`config.mk`:
```
export PLATFORM = sky130hd
export DESIGN_NAME = if_fetch_buffer
export DESIGN_NICKNAME = d
export VERILOG_FILES = /design/src/rtl/if_fetch_buffer.sv
export SDC_FILE = /design/constraint.sdc
export NUM_CORES = 1
export LEC_CHECK = 0
export ABC_CLOCK_PERIOD_IN_PS = 2450
export CAP_MARGIN = 0
export CORE_ASPECT_RATIO = 0.75
export CORE_UTILIZATION = 23
export DETAILED_ROUTE_END_ITERATION = 16
export PLACE_DENSITY = 0.44
export SKIP_CTS_REPAIR_TIMING = 1
export SLEW_MARGIN = 20
export SYNTH_ARGS = -nofsm -noshare
export SYNTH_HDL_FRONTEND = slang
export SYNTH_SLANG_ARGS = --single-unit
```
`constraint.sdc`:
```
create_clock -name clk -period 2.45 [get_ports clk]
set_clock_uncertainty 0.2 [all_clocks]
set_input_delay 0.49 -clock clk [delete_from_list [all_inputs] [get_ports clk]]
set_output_delay 0.49 -clock clk [all_outputs]
set_load 0.1 [all_outputs]
```
`src/rtl/if_fetch_buffer.sv`:
```
// Instruction-fetch stage: owns the PC, samples the combinational instruction
// port and queues fetched words in a 2-entry skid FIFO toward decode.
module if_fetch_buffer #(
  parameter logic [31:0] RESET_PC          = 32'h0000_0000,
  parameter int unsigned INST_REGION_BYTES = 1024,
  parameter logic [31:0] NOP_INST          = 32'h0000_0013
) (
  input  logic        clk,
  input  logic        rst_n,
  output logic [31:0] pc_addr_o,
  input  logic [31:0] inst_i,
  input  logic        redirect_i,
  input  logic [31:0] redirect_pc_i,
  input  logic        id_ready_i,
  output logic        if_valid_o,
  output logic [31:0] if_inst_o,
  output logic [31:0] if_pc_o,
  output logic        if_fault_o
);

  localparam int unsigned W = 32;

  typedef enum logic {FETCH = 1'b0, HALT = 1'b1} state_t;

  typedef struct packed {
    logic [W-1:0] pc;
    logic [W-1:0] inst;
    logic         fault;
  } entry_t;

  state_t       state;
  logic [W-1:0] pc;
  logic [1:0]   count;
  logic         valid_q;
  entry_t       head;
  entry_t       tail;

  logic         pop;
  logic         push;
  logic         fault_c;
  entry_t       new_entry;

  // Handshake and fault qualification for the word at the current pc
  always_comb begin
    pop     = valid_q & id_ready_i;
    push    = (state == FETCH) & ~redirect_i & ((count < 2'd2) | pop);
    fault_c = (pc[1:0] != 2'b00) | (pc >= W'(INST_REGION_BYTES));
    new_entry.pc    = pc;
    new_entry.inst  = fault_c ? NOP_INST : inst_i;
    new_entry.fault = fault_c;
  end

  always_ff @(posedge clk or negedge rst_n) begin
    if (!rst_n) begin
      state   <= FETCH;
      pc      <= RESET_PC;
      count   <= 2'd0;
      valid_q <= 1'b0;
      head    <= '0;
      tail    <= '0;
    end else if (redirect_i) begin
      // Flush wins over any same-cycle pop or push
      state   <= FETCH;
      pc      <= redirect_pc_i;
      count   <= 2'd0;
      valid_q <= 1'b0;
    end else begin
      if (push) begin
        if (fault_c) begin
          state <= HALT;
        end else begin
          pc <= pc + W'(4);
        end
      end
      case (count)
        2'd0: begin
          if (push) begin
            head    <= new_entry;
            count   <= 2'd1;
            valid_q <= 1'b1;
          end
        end
        2'd1: begin
          if (pop && push) begin
            head <= new_entry;
          end else if (pop) begin
            count   <= 2'd0;
            valid_q <= 1'b0;
          end else if (push) begin
            tail  <= new_entry;
            count <= 2'd2;
          end
        end
        default: begin
          // Full: a push is only possible alongside a pop
          if (pop) begin
            head <= tail;
            if (push) begin
              tail <= new_entry;
            end else begin
              count <= 2'd1;
            end
          end
        end
      endcase
    end
  end

  assign pc_addr_o  = pc;
  assign if_valid_o = valid_q;
  assign if_inst_o  = head.inst;
  assign if_pc_o    = head.pc;
  assign if_fault_o = head.fault;

endmodule
```
Word-level counts from Yosys, hierarchy flattened
Cells that the tools add are included.
{"block": "classes", "n_bitwise": 8, "reduce_logical": 15, "order_cmp": 2, "n_addsub": 1, "n_mux": 29, "eq_ne": 11}
{"op": "65-bit 2-to-1 mux", "n": 7}
{"op": "65-bit one-hot mux with 2 select lines", "n": 2}
{"op": "32-bit 2-to-1 mux", "n": 4}
{"op": "32-bit by 3-bit adder with 32-bit output, second input constant", "n": 1}
{"op": "32-bit by 11-bit greater-or-equal comparator with 1-bit output, second input constant", "n": 1}
{"op": "2-bit 2-to-1 mux", "n": 7}
{"op": "2-bit != test, second input constant", "n": 5}
{"op": "5-bit AND reduction", "n": 2}
{"op": "3-bit != test, second input constant", "n": 3}
{"op": "4-bit AND reduction", "n": 2}
{"op": "2-bit nonzero test", "n": 4}
{"op": "1-bit 2-to-1 mux", "n": 7}
{"op": "3-bit nonzero test", "n": 2}
{"op": "4-bit by 2-bit != test with 1-bit output, second input constant", "n": 1}
{"op": "4-bit != test, second input constant", "n": 1}
{"op": "2-bit one-hot mux with 2 select lines", "n": 1}
{"op": "2-bit AND reduction", "n": 2}
{"op": "4-bit nonzero test", "n": 1}
{"op": "1-bit bitwise AND", "n": 3}
{"op": "1-bit NOT", "n": 3}
{"op": "2-bit by 1-bit == test with 1-bit output, second input constant", "n": 1}
{"op": "2-bit logical NOT", "n": 1}
{"op": "2-bit < comparator, second input constant", "n": 1}
{"op": "1-bit bitwise OR", "n": 2}
{"op": "other kinds (2)", "n": 2}
{"block": "totals", "out_inout_bits": 98, "elab_cells": 76, "register_bits": 166}

Depth between registers and ports, before layout
{"block": "logic_depth", "ltp_word": 8, "ltp_mapped": 8, "depth_no_buf": 6}

Least setup slack after synthesis
OpenSTA, ideal clock, no wires.
{"block": "synth_timing", "kind": "register to register", "start": "register valid_q, in the netlist if_valid_o", "end": "register tail[34] (netlist bit)", "required_ns": 2.125, "arrival_ns": 2.466, "setup_ns": 0.125, "n_path_buf": 2, "synth_period_minus_slack_ns": 2.791, "slack_ns": -0.341, "path_stages_with_launch": 8, "cell_sequence": "dfrtp_1 nand2_2 ha_1 nand2_2 or2_1 buf_6 buf_6 mux2_4"}
{"block": "synth_via", "elab_chain_cells": 7, "word_cells_on_any_way": 13, "cone_classes": "eq/ne: 2; mux: 5; bitwise: 3; reduce/logical: 3"}
{"element": "start, declared", "line": "34", "text": "logic valid_q;"}
{"element": "start signal, assigned", "line": "58", "text": "valid_q <= 1'b0;"}
{"element": "start signal, assigned", "line": "66", "text": "valid_q <= 1'b0;"}
{"element": "start signal, assigned", "line": "80", "text": "valid_q <= 1'b1;"}
{"element": "1-bit bitwise AND *", "line": "45", "text": "pop = valid_q & id_ready_i;"}
{"element": "1-bit bitwise OR", "line": "46", "text": "push = (state == FETCH) & ~redirect_i & ((count < 2'd2) | pop);"}
{"element": "1-bit bitwise AND", "line": "46"}
{"element": "65-bit 2-to-1 mux (3 in series)"}
{"element": "65-bit one-hot mux with 2 select lines"}
{"element": "end signal, assigned", "line": "90", "text": "tail <= new_entry;"}
{"element": "end signal, assigned", "line": "99", "text": "tail <= new_entry;"}
{"element": "end, declared", "line": "36", "text": "entry_t tail;"}
Mark *: on every way between the ends. The rest lies on a longest branch, timed or not. The select of a mux whose other input is x is not followed.
A chain may end at the register's enable or synchronous reset.

Final worst setup path
{"block": "layout_timing", "start": "register pc[10], in the netlist pc_addr_o[10]", "end": "register head (netlist bit if_inst_o[1])"}
{"block": "layout_via", "elab_chain_cells": 5, "word_cells_on_any_way": 6, "cone_classes": "order compare: 1; mux: 4; bitwise: 1"}
{"element": "start, declared", "line": "32", "text": "logic [W-1:0] pc;"}
{"element": "start signal, assigned", "line": "64", "text": "pc <= redirect_pc_i;"}
{"element": "start signal, assigned", "line": "72", "text": "pc <= pc + W'(4);"}
{"element": "32-bit by 11-bit greater-or-equal comparator with 1-bit output *", "line": "47", "text": "fault_c = (pc[1:0] != 2'b00) | (pc >= W'(INST_REGION_BYTES));"}
{"element": "1-bit bitwise OR *", "line": "47"}
{"element": "32-bit 2-to-1 mux *", "line": "49", "text": "new_entry.inst = fault_c ? NOP_INST : inst_i;"}
{"element": "65-bit 2-to-1 mux (on tied branches)", "line": "84, 77"}
{"element": "65-bit one-hot mux with 2 select lines *", "line": "75", "text": "case (count)"}
{"element": "end signal, assigned", "line": "78", "text": "head <= new_entry;"}
{"element": "end signal, assigned", "line": "85", "text": "head <= new_entry;"}
{"element": "end signal, assigned", "line": "97", "text": "head <= tail;"}
{"element": "end, declared", "line": "35", "text": "entry_t head;"}
Marked as above.

==> impl_metrics.csv <==
group,metric,value,unit
run_status,status,"finished, final reports clean",
job,drv_cap,0,
worst_setup_path,cp_data_arrival_time,2510,ps
power_and_ir_drop,combPwrFrac,47.3,%
timing,setup_viol,0,
worst_setup_path,reg2reg_setup_slack,80,ps
clocking,worstSkewPairLatency,440,ps
floorplanning,placementRows,58,
power_and_ir_drop,p_sw,6084,uW
drt,top_layer,"met4",
clocking,cts_tree,"done",
drt,drt-initial-drc-count,328,
cells_and_area,layout_commonest_cell,"dfrtp_1",
grt,gr-total-overflow,0,
yosys,synth-async-reset-ratio,100.0,%
timing,whs,307.4,ps
yosys,ys_seq_area_share,52.10,%
power_and_ir_drop,intPower,6474,uW
power_and_ir_drop,power,12560,uW
place,hpwl,16860,um
drt,first_pass_iters,4,
grt,grt_pass1_vias,6402,
yosys,syn-cell-area,7973,sq um
worst_hold_path,worstHoldStart,"tail[33]",
floorplanning,die_area,35420,sq um
power_and_ir_drop,pwr-share-seq,31.8,%
power_and_ir_drop,p_clk_share,20.9,%
worst_setup_path,startpoint_type,"register",
floorplanning,io_pins,166,
yosys,ys_types,54,
worst_setup_path,r2r_start,"pc_addr_o[10]",
drt,routed_wl,25400,um
yosys,ys.flop_type,"dfrtp_1",
place,port_buffers,165,
cells_and_area,fillers,3547,
grt,grt.total_usage,14.89,%
grt,grt_max_degree,59,
floorplanning,initial_core_util,23.58,%
worst_setup_path,cp-end-kind,"register",
place,gp_congestion,0.7386,
worst_setup_path,crit_required,2580,ps
worst_setup_path,critPathKind,"reg2reg",
worst_hold_path,hold_depth,1,
grt,antenna_found_initial,1,
timing,fin_crit_sh,96.93,%
floorplanning,die_w,217.0,um
cells_and_area,area_growth,32.33,%
cells_and_area,nNetsFinal,958,
drt,met1_length,12860,um
clocking,cts-root-buf,"clkbuf_16",
power_and_ir_drop,peakVddDrop,0.9034,mV
power_and_ir_drop,leakage,0.004248,uW
yosys,synth.avg_cell_area,10.69,sq um
drt,route.detailed.wl_per_inst,18.83,um
worst_setup_path,r2r_end,"if_inst_o[1]",
floorplanning,die_height,163.2,um
timing,hold_viol,0,
cells_and_area,drive_gt1_share,28.62,%
yosys,syn-instance-count,746,
clocking,cts.clk_slew.worst_paths,70,ps
yosys,synth_nets,818,
clocking,cts_sinks,166,
drt,dr_wl_met2,11100,um
power_and_ir_drop,p_per_area,1190,nW/um^2
drt,wl_met3,1284,um
worst_hold_path,min_path_type,"reg2reg",
floorplanning,core_area,33820,sq um
cells_and_area,layout_common_cells,"dfrtp_1, buf_4, nor3_1",
worst_setup_path,critPathMaxFanout,11,
grt,grt_first_pass_wirelength,39790,um
timing,slew_viol_final,0,
timing,final.setup.tns,0,ps
drt,vias_per_cell,4.643,
drt,vias,6263,
clocking,htreeDepth,4,
clocking,cts_buffers,17,
drt,drc,0,
timing,period_minus_slack,2375,ps
clocking,clock_path_buffers,2,
drt,postRouteAntennaNets,0,
timing,rsz0062_at_grt,"no",
yosys,ys_ff_latch,166,
yosys,synth_enable_flop_cells,0,
yosys,yosysWarningCount,0,
timing,fmaxAchievable,0.4211,GHz
timing,slew_headroom,66.67,%
worst_setup_path,reg2reg_depth,4,
worst_hold_path,whs_endpoint,"tail[33]",
timing,tightest_slew,500.0,ps
power_and_ir_drop,switching_share,48.45,%
## through the flow
step | worst slack (ps) | cell area (sq um) | utilization (%) | instances
after floorplan | 9.596 | 7974 | - | 746
after global placement | -65.01 | 9977 | 29.50 | 1316
after detailed placement | -72.20 | 9977 | 29.50 | 1316
after CTS | 110.7 | 10540 | 31.16 | 1347
after global routing | 11.55 | 10550 | 31.19 | 1348
final | 75.12 | 10550 | 31.20 | 1349
## Yosys cell counts, drive strengths merged (2+ instances only)
| cell type | n | area, sq um |
|---|---|---|
| dfrtp | 166 | 4154 |
| buf | 78 | 500.5 |
| nor3 | 69 | 345.3 |
| o21ai | 69 | 345.3 |
| mux2 | 53 | 701.9 |
| nand2 | 45 | 173.9 |
| nand3 | 40 | 200.2 |
| a21oi | 36 | 180.2 |
| mux2i | 34 | 352.8 |
| nand4 | 33 | 206.5 |
| a31oi | 30 | 187.7 |
| clkbuf | 21 | 83.83 |
| nor4 | 8 | 62.56 |
| nor2 | 7 | 28.78 |
| inv | 6 | 22.52 |
| nand2b | 5 | 31.28 |
| or4 | 5 | 37.54 |
| ha | 4 | 50.05 |
| a2bb2oi | 3 | 26.28 |
| a31o | 3 | 26.28 |
| and4 | 3 | 27.53 |
| nor3b | 3 | 22.52 |
| o311ai | 3 | 26.28 |
| o31ai | 3 | 22.52 |
| a211oi | 2 | 15.01 |
| o211ai | 2 | 15.01 |
| o31a | 2 | 18.77 |
| or2 | 2 | 12.52 |
## critical path: stages (launching register included)
cell	delay [ps]
dfrtp_1	490
nor4_2	490
nand2_1	380
or4_1	500
a31o_1	210
## per-layer routing
| layer | GRT usage (%) | vias up |
|---|---|---|
| met2 | 21.43 | 144 |
| met1 | 21.89 | 3119 |
| met4 | 2.945 | 0 |
| met3 | 4.264 | 8 |
| li1 | - | 2992 |
| met5 | 0 | - |
## cell families after synthesis
kind of cell | count (synthesis) | share of synthesized area, %
xor+xnor | 1 | 0.1099
flops | 166 | 52.10
mux | 87 | 13.23
fa+ha+maj | 4 | 0.6278
buf+inv | 105 | 7.611
simple gates | 224 | 14.78
compound gates | 159 | 11.53
## state kept, by name, indices dropped and copies added (netlist names)
name        flops
if_fault_o      1
if_inst_o      32
pc_addr_o      32
if_pc_o        32
tail           65
count           2
state           1
if_valid_o      1
## power by group through the flow
| stage | registers (uW) | logic (uW) | clock network, uW |
|---|---|---|---|
| after detailed placement | 4040 | 6000 | 0 |
| after floorplan | 6860 | 1680 | 0 |
| after CTS | 4010 | 6000 | 2720 |
| final | 4000 | 5940 | 2620 |
| after global placement | 4060 | 5950 | 0 |
| after global routing | 4100 | 6200 | 2810 |
## worst max path at each step
| stage | start | endpoint | slack, ps | depth (start not counted) |
|---|---|---|---|---|
| floorplan | if_valid_o | tail[34] | 10 | 7 |
| global placement | id_ready_i | tail[40] | -70 | 7 |
| detailed placement | id_ready_i | tail[52] | -70 | 7 |
| CTS | pc_addr_o[10] | if_inst_o[1] | 110 | 4 |
| global route | pc_addr_o[10] | if_inst_o[1] | 10 | 4 |
| finish | pc_addr_o[10] | if_inst_o[1] | 80 | 4 |
## final cells by class
| type | instances | area, sq um | area share, % |
|---|---|---|---|
| diodes | 1 | 2.502 | 0.02372 |
| clock buffers | 20 | 456.7 | 4.329 |
| clock inverters | 11 | 103.9 | 0.9844 |
| inverters | 6 | 22.52 | 0.2135 |
| multi-input cells | 475 | 3237 | 30.68 |
| flip-flops and latches | 166 | 4159 | 39.42 |
| well taps | 450 | 563.0 | 5.337 |
| repair buffers | 220 | 2006 | 19.01 |
No activity file was read; power rests on OpenSTA's default activity.
